File: src/rtl/fetch_ctrl.sv
// Instruction-fetch controller: owns the fetch PC, issues one outstanding
// req/gnt/rvalid transaction at a time, and buffers one instruction for ID.
// A redirect (flush) retargets the PC and squashes any wrong-path response.
module fetch_ctrl #(
  parameter int                ADDR_W   = 32,
  parameter int                DATA_W   = 32,
  parameter logic [ADDR_W-1:0] RESET_PC = '0
) (
  input  logic              clk,
  input  logic              rst_n,
  input  logic [ADDR_W-1:0] next_addr_i,
  output logic [ADDR_W-1:0] pc_o,
  input  logic              flush_i,
  input  logic              stall_i,
  output logic              imem_req_o,
  output logic [ADDR_W-1:0] imem_addr_o,
  input  logic              imem_gnt_i,
  input  logic              imem_rvalid_i,
  input  logic [DATA_W-1:0] imem_rdata_i,
  output logic              inst_valid_o,
  output logic [DATA_W-1:0] inst_o,
  output logic [ADDR_W-1:0] inst_pc_o
);

  typedef enum logic [1:0] {
    IDLE = 2'd0,
    REQ  = 2'd1,
    WAIT = 2'd2
  } state_t;

  state_t            state_reg, state_next;
  logic [ADDR_W-1:0] pc_reg, pc_next;
  logic [ADDR_W-1:0] inst_pc_reg, inst_pc_next;
  logic [DATA_W-1:0] inst_reg, inst_next;
  logic              inst_valid_reg, inst_valid_next;
  logic              discard_reg, discard_next;
  logic              req;

  // Only request when the output buffer is empty or drains this cycle, so a
  // response can never land on a full, stalled buffer.
  assign req = (state_reg == REQ) && (!inst_valid_reg || !stall_i);

  assign pc_o         = pc_reg;
  assign imem_req_o   = req;
  assign imem_addr_o  = pc_reg;
  assign inst_valid_o = inst_valid_reg;
  assign inst_o       = inst_reg;
  assign inst_pc_o    = inst_pc_reg;

  // Next-state, PC and output-buffer update; flush overrides everything last.
  always_comb begin
    state_next      = state_reg;
    pc_next         = pc_reg;
    inst_next       = inst_reg;
    inst_pc_next    = inst_pc_reg;
    inst_valid_next = inst_valid_reg;
    discard_next    = discard_reg;

    // ID takes the buffered instruction; a refill below may overwrite this.
    if (inst_valid_reg && !stall_i) begin
      inst_valid_next = 1'b0;
    end

    case (state_reg)
      IDLE: begin
        state_next = REQ;
      end
      REQ: begin
        if (req && imem_gnt_i) begin
          state_next   = WAIT;
          // A grant coinciding with flush belongs to the old address.
          discard_next = flush_i;
        end
      end
      WAIT: begin
        if (imem_rvalid_i) begin
          state_next   = REQ;
          discard_next = 1'b0;
          if (!discard_reg && !flush_i) begin
            inst_next       = imem_rdata_i;
            inst_pc_next    = pc_reg;
            inst_valid_next = 1'b1;
            pc_next         = next_addr_i;
          end
        end else if (flush_i) begin
          discard_next = 1'b1;
        end
      end
      default: begin
        state_next = IDLE;
      end
    endcase

    if (flush_i) begin
      pc_next         = next_addr_i;
      inst_valid_next = 1'b0;
    end
  end

  // State and datapath registers with asynchronous reset.
  always_ff @(posedge clk or negedge rst_n) begin
    if (!rst_n) begin
      state_reg      <= IDLE;
      pc_reg         <= RESET_PC;
      inst_reg       <= '0;
      inst_pc_reg    <= '0;
      inst_valid_reg <= 1'b0;
      discard_reg    <= 1'b0;
    end else begin
      state_reg      <= state_next;
      pc_reg         <= pc_next;
      inst_reg       <= inst_next;
      inst_pc_reg    <= inst_pc_next;
      inst_valid_reg <= inst_valid_next;
      discard_reg    <= discard_next;
    end
  end

endmodule

File: config.mk
export PLATFORM = sky130hd
export DESIGN_NAME = fetch_ctrl
export DESIGN_NICKNAME = d
export VERILOG_FILES = /design/src/rtl/fetch_ctrl.sv
export SDC_FILE = /design/constraint.sdc
export NUM_CORES = 1
export LEC_CHECK = 0
export CAP_MARGIN = 20
export CORE_ASPECT_RATIO = 2
export CORE_MARGIN = 4
export CORE_UTILIZATION = 30
export CTS_CLUSTER_DIAMETER = 120
export DETAILED_ROUTE_END_ITERATION = 8
export SETUP_SLACK_MARGIN = 0.15
export SLEW_MARGIN = 0
export SYNTH_ARGS = -nofsm -noshare
export SYNTH_HDL_FRONTEND = slang
export SYNTH_SLANG_ARGS = --single-unit
File: constraint.sdc
create_clock -name clk -period 2.1 [get_ports clk]
set_clock_uncertainty 0.05 [all_clocks]
set_input_delay 0.42 -clock clk [delete_from_list [all_inputs] [get_ports clk]]
set_output_delay 0.42 -clock clk [all_outputs]
set_load 0.05 [all_outputs]
# Word-level counts from Yosys, hierarchy flattened
# Cells that the tools add are included.
# Widths: inputs -> output; s select.
classes:
  eq_ne: 5
  mux: 16
  reduce_logical: 18
ops:
  columns: ["op", "count"]
  rows:
  - ["$mux 32", 4]
  - ["$reduce_and 3->1", 3]
  - ["$mux 1", 8]
  - ["$reduce_bool 2->1", 4]
  - ["$pmux 2 s3", 1]
  - ["$logic_and 1x1->1", 4]
  - ["$logic_not 1->1", 4]
  - ["$mux 2", 2]
  - ["$ne 3x3->1 const B", 1]
  - ["$eq 2x1->1 const B", 1]
  - ["$eq 2x2->1 const B", 1]
  - ["$logic_not 2->1", 1]
  - ["$ne 2x1->1 const B", 1]
  - ["$ne 2x2->1 const B", 1]
  - ["$pmux 1 s2", 1]
  - ["$reduce_and 2->1", 1]
  - ["$logic_or 1x1->1", 1]
word_totals:
  reg_bits: 100
  inputBits: 70
  output_inout_bits: 130
  elab_cells: 45

# Longest topological paths before layout
depth:
  depth_word: 7
  ltp_mapped: 5
  mapped_depth_nobuf: 3

# Worst setup path after synthesis
# No wires, ideal clock.
synth_timing:
  path_kind: "register to register"
  start: "register state_reg[0]"
  end: "register inst_pc_reg[16], in the netlist inst_pc_o[16]"
  setup_time_ns: 0.125
  t_arrival_ns: 1.455
  t_required_ns: 1.925
  slack_ns: 0.470
  path_stages_with_launch: 6
  n_path_buf: 2
  period_less_slack_ns: 1.630
  cell_sequence: "dfrtp_1 -> and4bb_1 -> nor2b_4 -> buf_6 -> buf_8 -> mux2_4"
synth_via:
  elab_chain_cells: 2
synth_rtl:
  columns: ["element", "line", "source"]
  rows:
  - ["from (decl)", "31", "state_t state_reg, state_next;"]
  - ["from (signal assigned)", "110", "state_reg <= state_next;"]
  - ["$eq 2x2->1", "64", "case (state_reg)"]
  - ["$reduce_and 3->1 (no line)", null, null]
  - ["to (signal assigned)", "113", "inst_pc_reg <= inst_pc_next;"]
  - ["to (decl)", "33", "logic [ADDR_W-1:0] inst_pc_reg, inst_pc_next;"]
# No other way between the ends.
# A chain may end at the register's enable or synchronous reset.

# Worst setup path in the final report
layout_timing:
  start: "input imem_rvalid_i"
  end: "register inst_reg[0], in the netlist inst_o[0]"
layout_via:
  elab_chain_cells: 1
layout_rtl:
  columns: ["element", "line", "source"]
  rows:
  - ["from (decl)", "18", "input logic imem_rvalid_i,"]
  - ["$reduce_and 3->1 (no line)", null, null]
  - ["to (signal assigned)", "112", "inst_reg <= inst_next;"]
  - ["to (decl)", "34", "logic [DATA_W-1:0] inst_reg, inst_next;"]
# No other way between the ends.

==> impl_results.md <==
* Worst setup path endpoint: inst_o[0]
* Post-Synth Simple-Gate Area at 0.01463
* Register area share after synthesis at 0.5851
* Synth unique cells at 23
* HPWL Detailed at 8.136 mm
* Antenna violations before repair at 1
* HP Class: in -> async
* Worst skew pair latency at about 0.33 ns
* CTS sink cnt at 100
* CP delay by family, top: buffers and inverters
* Most common cell in the netlist: dfrtp_1
* Worst Path Required at 2.27 ns
* Gate count after technology mapping at around 260
* Die Span Y at 176.9 microns
* Mapped Area at approximately 0.0043 sq mm
* Setup violators final at 0
* DRT Wirelength at ~11 mm
* Global route total overflow at 0
* Fmax achieved at 0.5461 GHz
* Syn_area_per_cell at 16.64 sq um
* Crit Path Class: in -> reg
* Reg-to-reg endpoint: inst_o[0]
* RSZ-0062 raised after global routing: no
* Clk network pwr share at 0.152
* Hold WS at between 0.03 and 0.04 ns
* Global Route Usage Sum at 0.1353
* Leakage at around 3.0 nW
* Status: completed
* Largest family of logic cells by synthesized area: multiplexers
* Slowest stage delay, CP at between 0.4 and 0.5 ns
* Final Max Slew Viols at 0
* Synth Register Bits at 100
* Post-route clock period utilization at 0.8719
* Placed cell area at approximately 0.0063 sq mm
* Commonest cells in the netlist: 100 x dfrtp_1, 49 x mux2_4, 45 x mux2_2
* Num CTS Buffers at 9
* Detail Route Antenna Nets at 0
* Starting Density at 0.3062
* Final WS setup at 0.2689 ns
* Vias in the first global route at between 2000 and 3000
* Max-Cap Viols at 0
* Power Total at just over 10 mW
* Leading area contributor after synthesis: dfrtp_1
* DR vias at about 2700
* Residual DRC count at 0
* Global-route wire length before repair at about 17 mm
* Layout area overhead at 49.36%
* Worst reg-to-reg setup slack at between 0.3 and 0.4 ns
* Adder-cell share of the synthesized area at 0
* Sequential Power Share at 0.304
* Slew margin rel. at 0.6111
* Clock Tree Buf Depth at 2
* Ys Warns at 0
* Net Sw Power at just under 5 mW
* Mux contribution to synthesized area at 0.2958
* Main synth FF type: dfrtp_1
* Vias per std cell at between 4 and 5
* DIE AREA at ~0.016 sq mm
* Routability congestion estimate at 0.7141
* Port buffer count at just under 200
* Worst-margin pin slew at 0.5834 ns
* CP Launch Type: primary input
* Layout cell share with drive strength beyond 1 at 0.2993
* Internal power at approximately 5.3 mW
* Post-synthesis compound-gate area fraction at 0.01521
* Share of the synthesized area in the top cell type at 0.5851
* Filler cells at between 1000 and 1500
* Fin nets at around 500
* CTS clk-pin slew, worst paths at approximately 0.07 ns
* CP Depth at 5
* TritonCTS clock tree: yes
* Core Area at between 0.01 and 0.015 sq mm
* R2R Path Start: state_reg[0]
* Final hold viol count at 0
* Gate power share at 0.544
* Critical path launch point: imem_rvalid_i
* Chip width at about 90 microns
* DRT iter0 DRCs at between 50 and 60
* Worst Path Arrival at roughly 2.0 ns
* Synth top area cells: dfrtp_1 59%, mux2_4 17%, mux2_2 12%
* CTS Hold Bufs at 0
* Crit path time final at ~1.8 ns
* Design Area, Final at 0.006387 sq mm
* Crit end category: flip-flop
* Core Rows at between 60 and 70
* CTS H-tree lvls at 3
* Sw Share at 0.4770
* Asr flop ratio synth at 1.000
* PwrDens at between 1500 and 2000 mW/mm^2
* Critical path peak fanout at 15
* Mapped Nets at 327
* Buf+Inv Stages, Crit Path at 2
* Worst slack at placement at -0.09380 ns
* Post-Synth XOR/XNOR Area at 0
* Largest net degree at the start of global routing at between 100 and 150
* R2R depth at 4
* CTS root buf: clkbuf_16
* I/O Pins at 200
* Post-synth EDFFs at 0
* Slowest cell on crit path: clkdlybuf4s50_1
* CP Cell Sequence: clkdlybuf4s50_1, and4bb_1, nor2b_4, buf_4, mux2_2
* Wirelength per Cell at ~17 microns
* Maximum vdd drop at roughly 0.00066 V
* Drt pass-1 iters at 4
==> power groups by stage <==
stage	Combinational, mW	Clock, mW	Sequential (mW)
5_1_grt	5.75	1.70	3.22
4_1_cts	5.62	1.61	3.11
6_report	5.55	1.55	3.10
3_5_place_dp	6.13	0	3.16
2_1_floorplan	1.68	0	5.58
3_3_place_gp	6.09	0	3.14
==> per-layer routing <==
layer | track usage | part of all wire | up-vias
li1 | - | - | 1216
met1 | 0.1418 | 0.34 | 1352
met2 | 0.2477 | 0.57 | 102
met3 | 0.03362 | 0.057 | 16
met4 | 0.06514 | 0.031 | 0
met5 | 0 | 0 | -
==> layout make-up <==
class                   count  area (sq um)  share of cell area
diodes                      1         2.502           0.0003918
clock buffers              11         242.7             0.03800
clock inverters             5         37.54            0.005877
inverters                   2         7.507            0.001175
multi-input cells         113          1398              0.2188
flip-flops and latches    100          2502              0.3918
well taps                 189         236.5             0.03702
repair buffers            210          1961              0.3070
==> repair_timing <==
action,CTS,global route
endpoints found under the setup margin,121,0
setup buffers,0,0
gates resized for setup,121,0
==> worst min-delay path by stage <==
stage,start,to,cells after the start
2_1_floorplan,rst_n,discard_reg,0
6_report,rst_n,inst_o[12],2
3_3_place_gp,inst_o[5],inst_o[5],1
5_1_grt,rst_n,inst_o[12],2
3_5_place_dp,inst_pc_o[23],inst_pc_o[23],1
4_1_cts,rst_n,inst_o[12],2
==> per-stage QoR <==
| stage | TNS [ns] | cells | util |
|---|---|---|---|
| floorplan | 0 | 257 | - |
| global placement | -0.6494 | 614 | 0.4479 |
| detailed placement | -1.615 | 614 | 0.4479 |
| CTS | 0 | 630 | 0.4571 |
| global route | 0 | 631 | 0.4573 |
| finish | 0 | 631 | 0.4573 |
==> cell usage in the layout, fill, tap and decap left out, drive strengths merged <==
master / netlist / routed
and2: 1 / 1
clkbuf: 0 / 11
o211a: 1 / 1
buf: 42 / 21
o21bai: 1 / 1
clkdlybuf4s50: 0 / 68
clkinv: 0 / 3
nor2: 2 / 2
nand2: 2 / 2
a21boi: 2 / 2
inv: 2 / 2
o21a: 1 / 1
diode: 0 / 1
dfrtp: 100 / 100
dlygate4sd2: 0 / 121
o31ai: 1 / 1
nor2b: 3 / 3
and4bb: 1 / 1
mux2: 96 / 96
clkinvlp: 0 / 2
a211o: 2 / 2
==> logic make-up (layout without fill, tap and decap cells) <==
family / after synthesis / count (layout)
mux: 96 / 96
simple gates: 9 / 9
compound gates: 8 / 8
buf+inv: 44 / 228
flops: 100 / 100
other cells: 0 / 1
No activity file was read; power rests on OpenSTA's default activity.
